$ cat src/rtl/read_selector.sv
// read_selector: read-agent front end of the multi-port RAM.
// Issues each accepted read to all banks and the ownership table, realigns the
// returned select with the bank data, picks the owning bank and buffers the
// result in a small FIFO so that downstream backpressure never drops a read.
// Optional feature macro: READ_SELECTOR_SELCHECK_EN (adds rsp_err and zeroes
// the data of reads whose select is out of range).
module read_selector #(
  parameter int unsigned ADDR_WIDTH   = 8,
  parameter int unsigned DATA_WIDTH   = 32,
  parameter int unsigned NB_WRAGENT   = 2,
  parameter int unsigned SELECT_WIDTH = $clog2(NB_WRAGENT),
  parameter int unsigned RD_LATENCY   = 2,
  parameter int unsigned FIFO_DEPTH   = 4
) (
  input  logic                             aclk,
  input  logic                             aresetn,
  input  logic                             req_valid,
  output logic                             req_ready,
  input  logic [ADDR_WIDTH-1:0]            req_addr,
  output logic                             rden,
  output logic [ADDR_WIDTH-1:0]            rdaddr,
  input  logic [SELECT_WIDTH-1:0]          rdselect,
  input  logic [NB_WRAGENT*DATA_WIDTH-1:0] bank_rddata,
  output logic                             rsp_valid,
  input  logic                             rsp_ready,
  output logic [DATA_WIDTH-1:0]            rsp_data,
`ifdef READ_SELECTOR_SELCHECK_EN
  output logic                             rsp_err,
`endif
  output logic [SELECT_WIDTH-1:0]          rsp_agent
);

  localparam int unsigned PTR_W  = $clog2(FIFO_DEPTH);
  localparam int unsigned CNT_W  = PTR_W + 1;
  localparam int unsigned CRED_W = $clog2(FIFO_DEPTH + RD_LATENCY + 1);

  logic [RD_LATENCY-1:0]   vld_q, vld_d;
  logic [PTR_W-1:0]        wr_ptr_q, wr_ptr_d;
  logic [PTR_W-1:0]        rd_ptr_q, rd_ptr_d;
  logic [CNT_W-1:0]        cnt_q, cnt_d;
  logic                    ready_q, ready_d;
  logic [ADDR_WIDTH-1:0]   addr_q;
  logic [DATA_WIDTH-1:0]   data_mem_q  [FIFO_DEPTH];
  logic [SELECT_WIDTH-1:0] agent_mem_q [FIFO_DEPTH];
`ifdef READ_SELECTOR_SELCHECK_EN
  logic                    err_mem_q   [FIFO_DEPTH];
  logic                    cap_ok;
`endif

  logic                    push;
  logic                    pop;
  logic [DATA_WIDTH-1:0]   cap_data;
  logic [CRED_W-1:0]       credit_d;

  assign req_ready = ready_q;
  assign rden      = req_valid & ready_q;
  assign rdaddr    = rden ? req_addr : addr_q;
  assign rsp_valid = (cnt_q != '0);
  assign rsp_data  = data_mem_q[rd_ptr_q];
  assign rsp_agent = agent_mem_q[rd_ptr_q];
`ifdef READ_SELECTOR_SELCHECK_EN
  assign rsp_err   = err_mem_q[rd_ptr_q];
`endif

  // Bank mux driven by the select returned alongside the data; unknown owners fall back to bank 0
  always_comb begin
    cap_data = bank_rddata[DATA_WIDTH-1:0];
`ifdef READ_SELECTOR_SELCHECK_EN
    cap_ok   = 1'b0;
`endif
    for (int unsigned i = 0; i < NB_WRAGENT; i++) begin
      if (rdselect == SELECT_WIDTH'(i)) begin
        cap_data = bank_rddata[i*DATA_WIDTH +: DATA_WIDTH];
`ifdef READ_SELECTOR_SELCHECK_EN
        cap_ok   = 1'b1;
`endif
      end
    end
`ifdef READ_SELECTOR_SELCHECK_EN
    if (!cap_ok) begin
      cap_data = '0;
    end
`endif
  end

  // Next state for the latency pipeline, FIFO pointers and the request credit
  always_comb begin
    push     = vld_q[RD_LATENCY-1];
    pop      = rsp_valid & rsp_ready;
    vld_d    = (vld_q << 1) | RD_LATENCY'(rden);
    wr_ptr_d = push ? wr_ptr_q + PTR_W'(1) : wr_ptr_q;
    rd_ptr_d = pop  ? rd_ptr_q + PTR_W'(1) : rd_ptr_q;
    cnt_d    = cnt_q + CNT_W'(push) - CNT_W'(pop);
    credit_d = CRED_W'(cnt_d);
    for (int unsigned i = 0; i < RD_LATENCY; i++) begin
      credit_d = credit_d + CRED_W'(vld_d[i]);
    end
    ready_d  = (credit_d < CRED_W'(FIFO_DEPTH));
  end

  // Control registers; reset drops every in-flight and buffered read
  always_ff @(posedge aclk or negedge aresetn) begin
    if (!aresetn) begin
      vld_q    <= '0;
      wr_ptr_q <= '0;
      rd_ptr_q <= '0;
      cnt_q    <= '0;
      ready_q  <= 1'b0;
      addr_q   <= '0;
    end else begin
      vld_q    <= vld_d;
      wr_ptr_q <= wr_ptr_d;
      rd_ptr_q <= rd_ptr_d;
      cnt_q    <= cnt_d;
      ready_q  <= ready_d;
      addr_q   <= rdaddr;
    end
  end

  // Response storage; cleared on reset so the head reads as zero
  always_ff @(posedge aclk or negedge aresetn) begin
    if (!aresetn) begin
      for (int unsigned i = 0; i < FIFO_DEPTH; i++) begin
        data_mem_q[i]  <= '0;
        agent_mem_q[i] <= '0;
`ifdef READ_SELECTOR_SELCHECK_EN
        err_mem_q[i]   <= 1'b0;
`endif
      end
    end else if (push) begin
      data_mem_q[wr_ptr_q]  <= cap_data;
      agent_mem_q[wr_ptr_q] <= rdselect;
`ifdef READ_SELECTOR_SELCHECK_EN
      err_mem_q[wr_ptr_q]   <= !cap_ok;
`endif
    end
  end

endmodule

$ cat config.mk
export PLATFORM = sky130hd
export DESIGN_NAME = read_selector
export DESIGN_NICKNAME = d
export VERILOG_FILES = /design/src/rtl/read_selector.sv
export SDC_FILE = /design/constraint.sdc
export NUM_CORES = 1
export LEC_CHECK = 0
export BUFFER_PORTS_ARGS = -buffer_cell sky130_fd_sc_hd__buf_2
export CAP_MARGIN = 25
export CORE_MARGIN = 3
export CORE_UTILIZATION = 54
export CTS_BUF_LIST = sky130_fd_sc_hd__clkbuf_4 sky130_fd_sc_hd__clkbuf_8
export DETAILED_ROUTE_END_ITERATION = 16
export PLACE_DENSITY = 0.89
export REMOVE_ABC_BUFFERS = 1
export SYNTH_ARGS = -nofsm -noshare
export SYNTH_HDL_FRONTEND = slang
export SYNTH_SLANG_ARGS = --single-unit
export TNS_END_PERCENT = 5
$ cat constraint.sdc
create_clock -name aclk -period 2.8 [get_ports aclk]
set_input_delay 0.28 -clock aclk [delete_from_list [all_inputs] [get_ports aclk]]
set_output_delay 0.28 -clock aclk [all_outputs]
set_load 0.005 [all_outputs]
==> qor.yml, run 1 <==
place:
  gp_congestion: 0.736
  io_buffers: 120
  preCtsSetupSlack_ps: 475
  placed_area_mm2: 0.00731
  placed_cells: 814
  hpwl_um: 9800
synthesis:
  synth_compound_area_share_pct: 9.90
  synthXorXnorAreaFrac_pct: 0.788
  synth_top_family_by_area: "multiplexers"
  synth-simple-area-share_pct: 7.90
  synth_area_mm2: 0.00667
  synthMuxAreaShare_pct: 18.3
  syn_area_per_cell_um2: 12.0
  ys_async_sr_fraction_pct: 100
  synthCells: 556
  synth_top_area_share_pct: 56.3
  synth_area_leaders: "dfrtp_1 56%, a21oi_1 9.6%, mux4_2 9.5%, nor2_1 7.3%, mux2i_1 4.8%"
  yosysWarnings: 0
  synth-edff-count: 0
  synth_seq_cells: 150
  seq_area_frac_synth_pct: 56.3
  synth_area_leader_cell: "dfrtp_1"
  synth_most_common_cell: "dfrtp_1"
  synth_fa_ha_area_share_pct: 1.61
  synth_ff_type: "dfrtp_1"
  synth_cell_type_count: 22
  synthTopCellsByCount: "150 x dfrtp_1, 129 x nor2_1, 128 x a21oi_1"
final_layout:
  final_area_mm2: 0.00778
  seq_area_mm2: 0.00376
  antenna_cells: 0
  final_cells: 847
  syn_to_final_growth_pct: 16.6
  multi_input_area_mm2: 0.00257
  drive_gt1_share_pct: 31.0
  utilization_pct: 66.1
  nFillCells: 852
  finalNetCount: 755
run:
  max_cap_violations: 0
power:
  switching_share_pct: 32.9
  power_mw: 9.03
  power_switching_mw: 2.97
  comb_power_share_pct: 37.4
  clockPowerShare_pct: 20.6
  p_int_mw: 6.06
  power.density_mw_per_mm2: 1160
  p_leak_nw: 3.40
  pwr-share-seq_pct: 42.0
  peakVddDrop_v: 0.000647
global_route:
  grt_usage_pct: 22.1
  grt_pass1_wl_um: 23200
  gr-total-overflow: 0
  antenna_found_initial: 0
  first_global_vias: 4975
  grt_max_degree: 78
critical_path:
  end_kind: "flop"
  worstSetupPathType: "reg -> reg"
  required_ps: 3150
  critPathArrivalTime_ps: 2720
  crit_path_max_fanout: 4
  worst_setup_path_start_kind: "flop"
clock_network:
  cts_tree: "done"
  clkSinkCount: 150
  h-tree-depth: 4
  post_cts_buffers: 0
  cts_buffers: 17
  cts_resized: 0
  clk_path_buf_depth: 2
  ctsRootBufferMaster: "clkbuf_8"
  cts.clk_slew.worst_paths_ps: 70
  clkLatencyLatePin_ps: 440
timing:
  slew_violations: 0
  finalCritPeriodShare_pct: 84.6
  worst_slew_pin_slew_ps: 902
  fin_crit_ps: 2370
  slew_headroom_pct: 39.8
  hold_violations: 0
  rsz0062_at_grt: "false"
  hold_ws_ps: 89.5
  setup_tns_ps: 0
  setup_viol: 0
  max_freq_ghz: 0.422
  post-route-worst-setup-slack_ps: 431
  finClkSkew_ps: 10.4
detailed_routing:
  vias: 4623
  avgRoutedWirePerCell_um: 16.9
  drt_iter0_markers: 313
  routed_wl_um: 14300
  first_pass_iters: 4
  ant_nets: 0
  drc_errors: 0
  viasPerCell: 5.46
outcome:
  status: "completed"
die:
  start_util_pct: 56.7
  die_x_um: 117
  ios: 121
  design.core.area_mm2: 0.0118
  rows: 39
  dieArea_mm2: 0.0137
  die_y_um: 117
min_path:
  min_path_type: "in -> reg"
## what timing repair did
item                                   CTS  global route
endpoints found under the hold margin   74             0
hold buffers                             1             0
setup endpoints to repair                0             0
## cells in the final DEF, fill, tap and decap left out, drive strengths merged, types with 4 or more instances in the layout
cell type  netlist  final
dfrtp          150    150
buf             40    134
nor2           129    129
a21oi          128    128
mux4            33     33
mux2i           32     32
clkbuf           0     24
mux2            12     12
inv              7      7
ha               7      7
xnor2            4      4
and2             4      4
bufinv           0      4
## metal layers
metal	vias to the layer above	routed length, um	global-route usage, %
li1	2161	-	-
met1	2287	5680	26.6
met2	162	7600	39.7
met3	13	885	5.24
met4	0	124	6.35
met5	-	0	0
## worst max-delay path, stage by stage (launching register included)
cell and delay [ps]:
dfrtp_1 440, o31a_1 370, ha_1 280, inv_1 60, ha_1 140, inv_1 60
fa_1 390, xnor2_1 150, xnor2_1 230, xnor2_1 170
## flip-flops by register name (all words and copies together), names as in the netlist
signal and cells:
addr_q 8, agent_mem_q 4, cnt_q 3, data_mem_q 128, rd_ptr_q 2, req_ready 1
vld_q 2, wr_ptr_q 2
## cells by family after synthesis
family,count (synthesis)
flip-flops,150
AND/OR/NAND/NOR,137
AO/OA/AOI/OAI,131
multiplexers,77
buffers and inverters,47
adder cells (fa/ha/maj),8
XOR/XNOR,6
## power by group through the flow
stage | Sequential [mW] | Combinational, mW | Clock [mW]
6_report | 3.79 | 3.37 | 1.86
3_3_place_gp | 3.71 | 3.21 | 0
3_5_place_dp | 3.84 | 3.40 | 0
5_1_grt | 3.92 | 3.77 | 1.98
2_1_floorplan | 3.70 | 2.15 | 0
4_1_cts | 3.80 | 3.44 | 1.89
## worst paths after layout
path                                 endpoint  depth (start not counted)  slack (ps)   startpoint
worst max-delay path                req_ready                          9         430     cnt_q[1]
worst min-delay path                addr_q[0]                          2          90  req_addr[0]
worst max register to register      req_ready                          9         430     cnt_q[1]
worst min register to register       vld_q[1]                          0         390     vld_q[0]
max in group asynchronous         rd_ptr_q[0]                          3        1530      aresetn
min in group asynchronous       data_mem_q[0]                          2         420      aresetn
## cell type report
type | count | area share, %
multi-input cells | 359 | 33.0
clock inverters | 8 | 1.83
flip-flops and latches | 150 | 48.3
clock buffers | 24 | 4.09
repair buffers | 135 | 9.77
inverters | 7 | 0.338
well taps | 164 | 2.64
(Power assumes the default switching activity.)
==> run 2, diff against run 1 <==
clock period = 2.4 ns   (was 2.8 ns; I/O delays follow)
==> qor.yml, run 2 (same netlist as run 1, synthesis figures left out) <==
timing:
  finalCritPeriodShare_pct: 95.7  # +11 points
  worst_slew_pin_slew_ps: 655  # -247 ps
  max_freq_ghz: 0.435  # +3.1%
  hold_violations: 0  # unchanged
  hold_ws_ps: 45.0  # -44.5 ps
  fin_crit_ps: 2300  # -72.0 ps
  slew_violations: 0  # unchanged
  setup_viol: 0  # unchanged
  finClkSkew_ps: 10.6  # +0.233 ps
  slew_headroom_pct: 56.3  # +16 points
  setup_tns_ps: 0  # unchanged
critical_path:
  required_ps: 2720  # -430 ps
  setup.worst_path.start: "cnt_q[2]"
  crit_top_cell: "xnor2_1"
  end_kind: "flop"
  r2r_start: "cnt_q[2]"
  critPathArrivalTime_ps: 2620  # -100 ps
  critPathSlowestCell: "dfrtp_1"
  crit_path_max_incr_delay_ps: 410  # -30 ps
  crit_path_max_fanout: 3  # -1
  crit_chain: "o31a_1 -> ha_1 -> inv_1 -> ha_1 -> inv_1 -> fa_1 -> xnor2_1 -> xnor2_1 -> xnor2_1"
  worstSetupPathType: "reg -> reg"
  worst_setup_path_start_kind: "flop"
global_route:
  grt_pass1_wl_um: 23500  # +1.2%
  antenna_found_initial: 0  # unchanged
  first_global_vias: 5000  # +0.50%
  grt_max_degree: 73  # -6.4%
  gr-total-overflow: 0  # unchanged
  grt_usage_pct: 22.5  # +0.37 points
clock_network:
  cts_buffers: 17  # unchanged
  cts.clk_slew.worst_paths_ps: 80  # about the same
  clk_path_buf_depth: 2  # unchanged
  clkLatencyLatePin_ps: 440  # about the same
  clkSinkCount: 150  # unchanged
  h-tree-depth: 4  # unchanged
  cts_tree: "done"
  ctsRootBufferMaster: "clkbuf_8"
detailed_routing:
  drc_errors: 0  # unchanged
  avgRoutedWirePerCell_um: 17.2  # +1.8%
  viasPerCell: 5.57  # +2.1%
  routed_wl_um: 14600  # +2.4%
  vias: 4747  # +2.7%
  first_pass_iters: 6  # +2
  drt_iter0_markers: 449  # +43%
  ant_nets: 0  # unchanged
min_path:
  hp-start: "req_addr[5]"
  min_path_type: "in -> reg"
outcome:
  status: "completed"
power:
  peakVddDrop_v: 0.000872  # +35%
  power_mw: 10.7  # +18%
  power.density_mw_per_mm2: 1360  # +18%
  p_leak_nw: 3.43  # +0.74%
final_layout:
  reg_top3: "data_mem_q (128), addr_q (8), agent_mem_q (4)"
  syn_to_final_growth_pct: 17.3
  finalNetCount: 760  # +0.66%
  antenna_cells: 0  # unchanged
  largest_register_ffs: 128  # unchanged
  final_common_cell: "dfrtp_1"
  layout_common_cells: "147 x dfrtp_1, 129 x nor2_1, 128 x a21oi_1"
  largest_register: "data_mem_q"
  drive_gt1_share_pct: 31.7  # +0.65 points
die:
  start_util_pct: 56.7  # unchanged
  die_y_um: 117  # unchanged
  rows: 39  # unchanged
  ios: 121  # unchanged
  dieArea_mm2: 0.0137  # unchanged
  design.core.area_mm2: 0.0118  # unchanged
  die_x_um: 117  # unchanged
place:
  io_buffers: 120  # unchanged
  hpwl_um: 10100  # +2.6%
  gp_congestion: 0.735  # -0.14%
run:
  max_cap_violations: 0  # unchanged
-- run 2: changes by cell type in the layout (fill, tap and decap cells not counted) --
cell	before	now
bufinv_16	4	5
dfrtp_2	2	3
clkbuf_4	2	1
inv_6	0	1
clkinv_4	0	2
dfrtp_1	148	147
buf_4	11	16
clkbuf_8	22	19
-- run 2: what timing repair did --
item	CTS	global route
setup endpoints to repair	0	1
hold buffers	1	0
buffers inserted	0	2
hold endpoints to repair	70	0
gates resized for setup	0	1
-- run 2: stage by stage --
stage                     utilization, %  std cells  instance area, um^2  setup slack [ps]
after CTS                           66.4        850                 7810              40.3
after global placement              62.3        817                 7330               214
after global routing                66.5        852                 7820             -11.1
final                               66.5        852                 7820               103
after detailed placement            62.3        817                 7330              29.9
after floorplan                        -        516                 6340              46.5
-- run 2: worst max-delay path: cells and delay by family, from the launching register on --
| family | cells | cell delay, ps |
|---|---|---|
| AOI/OAI and AO/OA | 1 | 330 |
| adders and majority gates | 3 | 800 |
| buffers and inverters | 2 | 110 |
| DFF | 1 | 410 |
| xor gates and xnor gates | 3 | 530 |
-- run 2: layer usage --
| layer | vias up | GRT usage [%] | routed length, um |
|---|---|---|---|
| met3 | 36 | 8.12 | 908 |
| met4 | 0 | 7.49 | 266 |
| li1 | 2178 | - | - |
| met5 | - | 0 | 0 |
| met2 | 173 | 37.5 | 7600 |
| met1 | 2360 | 27.4 | 5850 |
-- run 2: worst paths after layout --
path / to / slack [ps] / depth (start not counted)
min in group asynchronous: data_mem_q[64] / 360 / 2
max in group asynchronous: rd_ptr_q[1] / 1210 / 3
worst max register to register: req_ready / 100 / 9
worst max-delay path: req_ready / 100 / 9
worst min register to register: vld_q[1] / 400 / 0
worst min-delay path: addr_q[5] / 50 / 2
-- run 2: cell type report --
class	count	area (um^2)
sequential	150	3760
fill	826	3940
multi-input combinational	359	2570
clock inverter	12	199
inverter	7	26.3
tap	164	205
clock buffer	20	269
timing repair buffer	140	797
-- run 2: power by group --
part | internal (mW) | leakage, nW | switching (mW)
Combinational | 2.14 | 1.57 | 1.93
Clock | 1.31 | 0.237 | 0.933
Sequential | 3.68 | 1.62 | 0.685
==> run 3, diff against run 2 <==
BUFFER_PORTS_ARGS = -buffer_cell sky130_fd_sc_hd__buf_4   (was -buffer_cell sky130_fd_sc_hd__buf_2)
==> qor.yml, run 3 (same netlist as run 1, synthesis figures left out) <==
global_route:
  grt_pass1_wl_um: 22800  # -2.8%
  antenna_found_initial: 0  # unchanged
  grt_usage_pct: 22.1  # -0.45 points
  first_global_vias: 4826  # -3.5%
  gr-total-overflow: 0  # unchanged
  grt_max_degree: 71  # -2.7%
timing:
  slew_violations: 0  # unchanged
  max_freq_ghz: 0.433  # -0.64%
  finClkSkew_ps: 8.50  # -2.12 ps
  hold_violations: 0  # unchanged
  hold_ws_ps: 41.0  # -4.06 ps
  setup_tns_ps: 0  # unchanged
  setup_viol: 0  # unchanged
  fin_crit_ps: 2310  # +14.9 ps
  finalCritPeriodShare_pct: 96.3  # +0.62 points
  worst_slew_pin_slew_ps: 618  # -36.5 ps
  slew_headroom_pct: 58.8  # +2.4 points
final_layout:
  seq_area_mm2: 0.00376  # unchanged
  nFillCells: 829  # +0.36%
  syn_to_final_growth_pct: 21.0
  multi_input_area_mm2: 0.00257  # unchanged
  drive_gt1_share_pct: 31.5  # -0.20 points
  largest_register: "data_mem_q"
  final_common_cell: "dfrtp_1"
  largest_register_ffs: 128  # unchanged
  final_area_mm2: 0.00807  # +3.2%
  finalNetCount: 759  # -0.13%
  antenna_cells: 0  # unchanged
  reg_top3: "data_mem_q (128), addr_q (8), agent_mem_q (4)"
  final_cells: 850  # -0.23%
  layout_common_cells: "147 x dfrtp_1, 133 x buf_4, 129 x nor2_1"
critical_path:
  worst_setup_path_start_kind: "flop"
  rr_worst_depth: 9  # unchanged
  crit_path_max_fanout: 3  # unchanged
  crit_chain: "o31a_1 -> ha_1 -> inv_1 -> ha_1 -> inv_1 -> fa_1 -> xnor2_1 -> xnor2_1 -> xnor2_1"
  crit_top_cell: "xnor2_1"
  end_kind: "flop"
  critPathSlowestCell: "dfrtp_1"
  worstSetupPathType: "reg -> reg"
  required_ps: 2720  # about the same
  path_delay_family: "adder cells"
  crit_path_max_incr_delay_ps: 410  # about the same
  path_depth: 9  # unchanged
  crit_buf_inv: 2  # unchanged
  critPathArrivalTime_ps: 2630  # about the same
clock_network:
  ctsRootBufferMaster: "clkbuf_8"
  cts_tree: "done"
  clkLatencyLatePin_ps: 450  # about the same
  clk_path_buf_depth: 2  # unchanged
  cts.clk_slew.worst_paths_ps: 80  # about the same
  h-tree-depth: 4  # unchanged
  clkSinkCount: 150  # unchanged
  cts_buffers: 17  # unchanged
detailed_routing:
  routed_wl_um: 14300  # -2.3%
  avgRoutedWirePerCell_um: 16.8  # -2.1%
  drt_iter0_markers: 353  # -21%
  drc_errors: 0  # unchanged
  vias: 4686  # -1.3%
  viasPerCell: 5.51  # -1.1%
  first_pass_iters: 4  # -2
  ant_nets: 0  # unchanged
min_path:
  holdPathStages: 2  # unchanged
  min_path_type: "in -> reg"
die:
  start_util_pct: 56.7  # unchanged
  rows: 39  # unchanged
  dieArea_mm2: 0.0137  # unchanged
  design.core.area_mm2: 0.0118  # unchanged
  die_y_um: 117  # unchanged
  ios: 121  # unchanged
  die_x_um: 117  # unchanged
power:
  p_leak_nw: 3.51  # +2.5%
  peakVddDrop_v: 0.000675  # -23%
  power.density_mw_per_mm2: 1340  # -2.1%
place:
  hpwl_um: 9900  # -1.5%
  placed_area_mm2: 0.00763  # +4.1%
  gp_congestion: 0.759  # +3.3%
  placed_cells: 816  # -0.12%
  io_buffers: 120  # unchanged
run:
  max_cap_violations: 0  # unchanged
outcome:
  status: "completed"
-- run 3: changes by cell type in the layout (fill, tap and decap cells not counted), sizes merged --
| cell | before | now |
|---|---|---|
| inv | 8 | 7 |
| bufinv | 5 | 3 |
| clkinv | 5 | 3 |
| clkbuf | 20 | 23 |
| clkinvlp | 1 | 2 |
| buf | 139 | 138 |
-- run 3: final timing paths --
kind | slack, ps | to | startpoint
max in group asynchronous | 1320 | data_mem_q[100] | aresetn
min in group asynchronous | 350 | data_mem_q[106] | aresetn
min reg2reg | 410 | vld_q[1] | vld_q[0]
max reg2reg | 90 | req_ready | cnt_q[2]
min | 40 | addr_q[5] | req_addr[5]
max | 90 | req_ready | cnt_q[2]
-- run 3: cell type report --
cell class              count  share of cell area (%)
flip-flops and latches    150                    46.5
multi-input cells         359                    31.8
well taps                 164                    2.54
clock buffers              23                    3.61
inverters                   7                   0.325
clock inverters             8                    1.53
repair buffers            139                    13.6
-- run 3: per-layer routing --
metal,global-route usage [%],vias up,part of all wire (%)
met4,7.72,0,1.6
met5,0,-,0
met2,37.5,146,53
met3,6.43,22,6.1
met1,27.0,2349,40
li1,-,2169,-
-- run 3: report_power, final --
| part | internal [mW] | leakage, nW | total (mW) | switching, mW |
|---|---|---|---|---|
| Combinational | 2.47 | 1.69 | 4.42 | 1.95 |
| Sequential | 3.69 | 1.62 | 4.36 | 0.675 |
| Clock | 1.12 | 0.210 | 2.01 | 0.885 |
| Total | 7.28 | 3.51 | 10.8 | 3.51 |
-- run 3: timing repair --
item	4_1_cts	5_1_grt
gates resized for setup	0	1
setup buffers	0	2
setup endpoints to repair	0	1
hold buffers	1	0
hold endpoints to repair	67	0
-- run 3: through the flow --
| step | worst slack, ps | utilization [%] | power [mW] |
|---|---|---|---|
| after floorplan | 46.5 | - | 6.82 |
| after global placement | 213 | 64.9 | 8.47 |
| after detailed placement | 42.2 | 64.9 | 8.82 |
| after CTS | 18.4 | 68.5 | 10.8 |
| after global routing | -70.5 | 68.7 | 11.6 |
| final | 87.9 | 68.7 | 10.8 |
